## config.mk

```make
export PLATFORM = sky130hd
export DESIGN_NAME = ddr3_frame_reader
export DESIGN_NICKNAME = d
export VERILOG_FILES = /design/src/rtl/ddr3_reader_pkg.sv /design/src/rtl/frame_fifo.sv /design/src/rtl/ddr3_frame_reader.sv
export SDC_FILE = /design/constraint.sdc
export NUM_CORES = 2
export LEC_CHECK = 0
export CAP_MARGIN = 20
export CORE_MARGIN = 2
export CORE_UTILIZATION = 45
export CTS_CLUSTER_SIZE = 16
export DETAILED_ROUTE_END_ITERATION = 16
export DONT_BUFFER_PORTS = 1
export GPL_TIMING_DRIVEN = 0
export PLACE_DENSITY = 0.6
export SKIP_CTS_REPAIR_TIMING = 1
export SLEW_MARGIN = 15
export SYNTH_ARGS = -nofsm -noshare
export SYNTH_HDL_FRONTEND = slang
export SYNTH_SLANG_ARGS = --single-unit
```

## constraint.sdc

```tcl
create_clock -name clk -period 9.3 [get_ports clk]
set_input_delay 1.86 -clock clk [delete_from_list [all_inputs] [get_ports clk]]
set_output_delay 1.86 -clock clk [all_outputs]
set_load 0.1 [all_outputs]
```

## src/rtl/ddr3_reader_pkg.sv

```systemverilog
// Shared FSM type and encoding constants for the DDR3 frame reader.
package ddr3_reader_pkg;

  typedef enum logic [2:0] {
    S_IDLE,
    S_SELECT,
    S_ISSUE,
    S_DATA,
    S_DONE
  } reader_state_e;

  localparam logic [1:0] ST_BUF0 = 2'd0;
  localparam logic [1:0] ST_BUF1 = 2'd1;
  localparam logic [1:0] ST_IDLE = 2'd3;

  localparam int BYTES_PER_WORD = 4;

endpackage

```

## src/rtl/frame_fifo.sv

```systemverilog
// First-word fall-through FIFO; o_free reports open slots so the reader can
// reserve space for a whole burst before it issues the read.
module frame_fifo #(
  parameter int FIFO_AW = 6,
  parameter int DATA_W  = 32
) (
  input  logic              clk,
  input  logic              rst_n,
  input  logic              i_push,
  input  logic [DATA_W-1:0] i_data,
  input  logic              i_pop,
  output logic [DATA_W-1:0] o_data,
  output logic              o_valid,
  output logic [FIFO_AW:0]  o_free
);

  localparam int DEPTH = 1 << FIFO_AW;
  localparam logic [FIFO_AW:0] LP_DEPTH = (FIFO_AW + 1)'(DEPTH);

  logic [DATA_W-1:0]  r_mem [DEPTH];
  logic [FIFO_AW-1:0] r_wr_ptr;
  logic [FIFO_AW-1:0] r_rd_ptr;
  logic [FIFO_AW:0]   r_count;
  logic               w_push;
  logic               w_pop;

  // A pop in the same cycle frees a slot, so push at full is still legal.
  assign w_pop   = i_pop && (r_count != '0);
  assign w_push  = i_push && ((r_count != LP_DEPTH) || w_pop);
  assign o_valid = (r_count != '0);
  assign o_data  = r_mem[r_rd_ptr];
  assign o_free  = LP_DEPTH - r_count;

  always_ff @(posedge clk) begin
    if (w_push) r_mem[r_wr_ptr] <= i_data;
  end

  always_ff @(posedge clk or negedge rst_n) begin
    if (!rst_n) begin
      r_wr_ptr <= '0;
      r_rd_ptr <= '0;
      r_count  <= '0;
    end else begin
      if (w_push) r_wr_ptr <= r_wr_ptr + 1'b1;
      if (w_pop)  r_rd_ptr <= r_rd_ptr + 1'b1;
      case ({w_push, w_pop})
        2'b10:   r_count <= r_count + 1'b1;
        2'b01:   r_count <= r_count - 1'b1;
        default: r_count <= r_count;
      endcase
    end
  end

endmodule

```

## src/rtl/ddr3_frame_reader.sv

```systemverilog
// Ping-pong frame reader: bursts one full frame out of DDR3 through Avalon-MM
// into a FWFT FIFO that feeds the pixel stream.
module ddr3_frame_reader
  import ddr3_reader_pkg::*;
#(
  parameter int BURST_MAX = 16,
  parameter int FIFO_AW   = 6,
  parameter int DATA_W    = 32
) (
  input  logic              clk,
  input  logic              rst_n,
  input  logic [31:0]       buffer_base,
  input  logic [31:0]       img_size,
  input  logic [31:0]       start_status,
  input  logic [1:0]        buffer_status,
  output logic [1:0]        state,
  output logic              img_end,
  output logic [31:0]       avm_address,
  output logic              avm_read,
  output logic [4:0]        avm_burstcount,
  input  logic              avm_waitrequest,
  input  logic [DATA_W-1:0] avm_readdata,
  input  logic              avm_readdatavalid,
  output logic [DATA_W-1:0] pix_data,
  output logic              pix_valid,
  input  logic              pix_ready,
  output logic              sof
);

  reader_state_e r_state;
  reader_state_e w_next;

  logic        r_last_buf;
  logic        r_cur_buf;
  logic [31:0] r_addr;
  logic [29:0] r_remaining;
  logic [4:0]  r_beats;
  logic [4:0]  r_blen;
  logic        r_first;

  logic              w_en;
  logic              w_sel;
  logic [29:0]       w_words;
  logic [4:0]        w_blen;
  logic [FIFO_AW:0]  w_free;
  logic              w_can_issue;
  logic              w_accept;
  logic              w_beat;
  logic              w_last_beat;
  logic              w_pop;
  logic [DATA_W:0]   w_head;
  logic              w_unused;

  assign w_en        = start_status[0];
  assign w_sel       = ~r_last_buf;
  assign w_words     = img_size[31:2];
  assign w_blen      = (r_remaining >= 30'(BURST_MAX)) ? 5'(BURST_MAX) : r_remaining[4:0];
  assign w_can_issue = 32'(w_free) >= 32'(w_blen);
  assign w_accept    = (r_state == S_ISSUE) && w_can_issue && !avm_waitrequest;
  assign w_beat      = (r_state == S_DATA) && avm_readdatavalid;
  assign w_last_beat = w_beat && (r_beats == 5'd1);
  assign w_pop       = pix_valid && pix_ready;
  assign w_unused    = ^{start_status[31:1], img_size[1:0]};

  assign avm_address = r_addr;
  assign pix_data    = w_head[DATA_W-1:0];
  assign sof         = w_pop && w_head[DATA_W];

  // Each FIFO entry carries a start-of-frame tag so sof lines up with the
  // right word even when the previous frame is still draining.
  frame_fifo #(
    .FIFO_AW(FIFO_AW),
    .DATA_W (DATA_W + 1)
  ) u_fifo (
    .clk    (clk),
    .rst_n  (rst_n),
    .i_push (w_beat),
    .i_data ({r_first, avm_readdata}),
    .i_pop  (w_pop),
    .o_data (w_head),
    .o_valid(pix_valid),
    .o_free (w_free)
  );

  always_ff @(posedge clk or negedge rst_n) begin
    if (!rst_n) r_state <= S_IDLE;
    else        r_state <= w_next;
  end

  always_comb begin
    w_next         = r_state;
    state          = ST_IDLE;
    img_end        = 1'b0;
    avm_read       = 1'b0;
    avm_burstcount = '0;
    case (r_state)
      S_IDLE: begin
        if (w_en) w_next = S_SELECT;
      end
      S_SELECT: begin
        if (!w_en)                    w_next = S_IDLE;
        else if (buffer_status[w_sel]) w_next = (w_words == '0) ? S_DONE : S_ISSUE;
      end
      S_ISSUE: begin
        state          = r_cur_buf ? ST_BUF1 : ST_BUF0;
        avm_read       = w_can_issue;
        avm_burstcount = w_blen;
        if (w_accept) w_next = S_DATA;
      end
      S_DATA: begin
        state = r_cur_buf ? ST_BUF1 : ST_BUF0;
        if (w_last_beat) w_next = (r_remaining == 30'd1) ? S_DONE : S_ISSUE;
      end
      S_DONE: begin
        state   = r_cur_buf ? ST_BUF1 : ST_BUF0;
        img_end = 1'b1;
        w_next  = w_en ? S_SELECT : S_IDLE;
      end
      default: w_next = S_IDLE;
    endcase
  end

  // Frame parameters are captured once on leaving SELECT so register writes
  // mid-frame only affect the following frame.
  always_ff @(posedge clk or negedge rst_n) begin
    if (!rst_n) begin
      r_last_buf  <= 1'b1;
      r_cur_buf   <= 1'b0;
      r_addr      <= '0;
      r_remaining <= '0;
      r_beats     <= '0;
      r_blen      <= '0;
      r_first     <= 1'b0;
    end else begin
      if ((r_state == S_SELECT) && w_en && buffer_status[w_sel]) begin
        r_cur_buf   <= w_sel;
        r_addr      <= w_sel ? (buffer_base + img_size) : buffer_base;
        r_remaining <= w_words;
        r_first     <= 1'b1;
      end
      if (w_accept) begin
        r_blen  <= w_blen;
        r_beats <= w_blen;
      end
      if (w_beat) begin
        r_beats     <= r_beats - 1'b1;
        r_remaining <= r_remaining - 1'b1;
        r_first     <= 1'b0;
      end
      if (w_last_beat) r_addr <= r_addr + 32'(r_blen) * 32'(BYTES_PER_WORD);
      if (r_state == S_DONE) r_last_buf <= r_cur_buf;
    end
  end

endmodule

```

==> impl_metrics.py <==
metrics = {
    "outcome": {
        "result_of_the_run": "finished clean",
    },
    "cts": {
        "htreeDepth": 4,
        "clk_path_buf_depth": 3,
        "numCtsBuffers": 221,
        "tritoncts": "built",
        "worst_setup_hold_path_clk_slew_ps": 70,
        "cts.root.buffer_cell": "clkbuf_16",
        "tritoncts_num_sinks": 2209,
        "clk-insertion-delay-late_ps": 880,
    },
    "route": {
        "via_count": 43912,
        "routed_wl_um": 245000,
        "drt-vias-per-instance": 6.24,
        "drt_first_pass_iters": 6,
        "final_antenna_net_count": 0,
        "drcViolationCount": 0,
        "initialDrtViolationCount": 5761,
        "route.detailed.wl_per_inst_um": 34.9,
    },
    "global_routing": {
        "track_usage_pct": 24.7,
        "maximum_number_of_pins_on_one_net_before_global_route_repair": 98,
        "antenna_violations_before_repair": 22,
        "wire_length_of_the_first_global_routing_pass_um": 341000,
        "overall_overflow_remaining_after_global_route": 0,
        "first_global_vias": 43255,
    },
    "power": {
        "switchingPower_uw": 11400,
        "max-vdd-ir-drop_mv": 0.206,
        "combinationalPowerShare_pct": 34.1,
        "part_of_the_power_in_registers_pct": 38.5,
        "power_leakage_uw": 0.0313,
        "powerDensity_nw_per_um2": 311,
        "share_clk_of_total_power_pct": 27.5,
        "p_int_uw": 19800,
        "sw_frac_of_total_pct": 36.5,
    },
    "placement": {
        "pre_cts_slack_ps": 3330,
        "numPortBuffers": 0,
        "dp_hpwl_um": 161000,
        "gpl.final_weighted_congestion": 0.910,
    },
    "timing": {
        "final.period_utilization_pct": 74.5,
        "hold_viol": 0,
        "fin_skew_ps": 53.9,
        "achievable-frequency_mhz": 144,
        "fin_crit_ps": 6930,
        "slew-limit-headroom_pct": 20.8,
        "worstMarginPinSlew_ps": 1190,
        "hold_slack_ps": 484,
        "setup_slack_ps": 2370,
        "timing.final.setup_violations": 0,
        "final_max_slew_viol_count": 0,
        "rsz0062_at_grt": "false",
        "fin_tns_setup_ps": 0,
    },
    "synthesis": {
        "synthesis.nets": 4175,
        "ys.flop_type": "edfxtp_1",
        "synth.area.top_cells": "edfxtp_1 (72%), mux4_2 (18%), dfrtp_1 (2.7%)",
        "portion_of_the_post_synthesis_area_used_by_sequential_elements_pct": 75.1,
        "syn-cell-area_um2": 87700,
        "synth_async_sr_flop_share_pct": 4.39,
        "syn_area_per_cell_um2": 22.0,
        "syn_inst": 3984,
        "share_of_yosys_cell_area_claimed_by_the_top_area_cell_type_pct": 72.3,
        "synth-warning-count": 0,
        "yosys.area.top_type": "edfxtp_1",
        "netlist-cell-type-count": 77,
        "synth_seq_cells": 2209,
        "synth_edf_count": 2112,
    },
    "layout": {
        "mostFrequentLayoutCells": "edfxtp_1 (2,112), mux4_2 (693), clkbuf_16 (225)",
        "nFillCells": 14984,
        "layout-drive-gt1-share_pct": 28.2,
        "design.final.nets": 4496,
        "layout-area-overhead-vs-synth_pct": 14.5,
        "layout.cells.most_common": "edfxtp_1",
    },
    "critical_path": {
        "crit_required_ps": 7440,
        "worstSetupPathType": "flop to output pin",
        "worst_setup_path_start_kind": "flop",
        "worst_ep_arrival_time_ps": 5070,
        "critPathCaptureType": "output pin",
        "worstPathMaxFanout": 10,
    },
    "die": {
        "floorplan.die_area_um2": 198000,
        "core_area_um2": 194000,
        "die_width_um": 445,
        "fp.dieH_um": 445,
        "ioPinCount": 210,
        "initial_core_util_pct": 45.1,
        "row_count": 162,
    },
    "min_path": {
        "holdCritPathClass": "flop to flop",
    },
    "run": {
        "drv_cap": 0,
    },
}
## critical path, cell delays in order, from the launching register on
cell	delay (ps)
dfrtp_1	350
clkbuf_1	300
clkbuf_1	810
clkbuf_1	750
mux4_2	430
mux4_2	670
mux4_2	820
## flip-flops by register name, summed over array words and instances (netlist names), 3 cells and up
signal and count:
u_fifo.r_mem 2112, avm_address 32, r_remaining 30, u_fifo.r_count 7, u_fifo.r_rd_ptr 6, u_fifo.r_wr_ptr 6
r_beats 5, r_blen 5, r_state 3
## power by group through the flow
stage	logic (uW)	clock network (uW)	registers, uW
final	10600	8560	12000
after global routing	10900	9030	12000
after CTS	10700	8660	12000
after detailed placement	10700	0	12200
after global placement	10500	0	12200
after floorplan	6910	0	12100
## kinds of logic (layout without fill, tap and decap cells)
kind of cell / Yosys count / after routing / share of synthesized area [%]
flops: 2209 / 2209 / 75.1
mux: 707 / 707 / 18.0
simple gates: 443 / 443 / 2.42
compound gates: 287 / 287 / 2.15
buf+inv: 236 / 735 / 1.09
fa+ha+maj: 56 / 56 / 0.825
xor+xnor: 46 / 46 / 0.459
other cells: 0 / 9 / 0
## cells in the mapped netlist (all sizes together) (15+ instances only)
library cell and instances:
a21o 30, a21oi 71, a31oi 15, buf 83, clkbuf 121, dfrtp 96, edfxtp 2112, ha 53
inv 32, mux4 693, nand2 120, nand3 36, nand4 21, nor2 151, nor3 29, nor4 15
o211ai 16, o21ai 72, xnor2 28, xor2 18
## stage by stage
stage / utilization, % / instances / total power, uW / area, um2
finish: 51.7 / 7034 / 31200 / 100000
global route: 51.6 / 7026 / 32000 / 100000
CTS: 51.6 / 7022 / 31400 / 100000
detailed placement: 48.1 / 6621 / 22900 / 93500
global placement: 46.8 / 6526 / 22700 / 90900
floorplan: - / 3984 / 19000 / 87700
## path summary, 6_finish.rpt
kind | start | endpoint | slack, ps | cells after the start
max in group asynchronous | rst_n | r_last_buf | 8330 | 0
worst min-delay path | r_remaining[23] | r_remaining[23] | 480 | 1
min in group asynchronous | rst_n | avm_address[22] | 690 | 0
worst max register to register | r_remaining[12] | r_beats[3] | 4400 | 18
worst max-delay path | u_fifo.r_rd_ptr[1] | pix_data[15] | 2370 | 6
worst min register to register | r_remaining[23] | r_remaining[23] | 480 | 1
## area by class of cell
cell class              count  area, um2  share of cell area, %
repair buffers             98       2120                   2.12
clock buffers             288       5870                   5.84
clock inverters           113        982                  0.978
inverters                  32        120                  0.120
diodes                      9       22.5                 0.0224
plain buffers             204        857                  0.854
flip-flops and latches   2209      65900                   65.6
well taps                2542       3180                   3.17
multi-input cells        1539      21400                   21.3
## routing by layer
layer  wire, um  track usage [%]  up-vias
met5         13                0        -
met4       7090             7.62        2
met3      20500             4.93      341
met2     121000             40.0     2103
met1      97100             34.2    23828
li1           -                -    17638
Power figures use the tool's default switching activity.
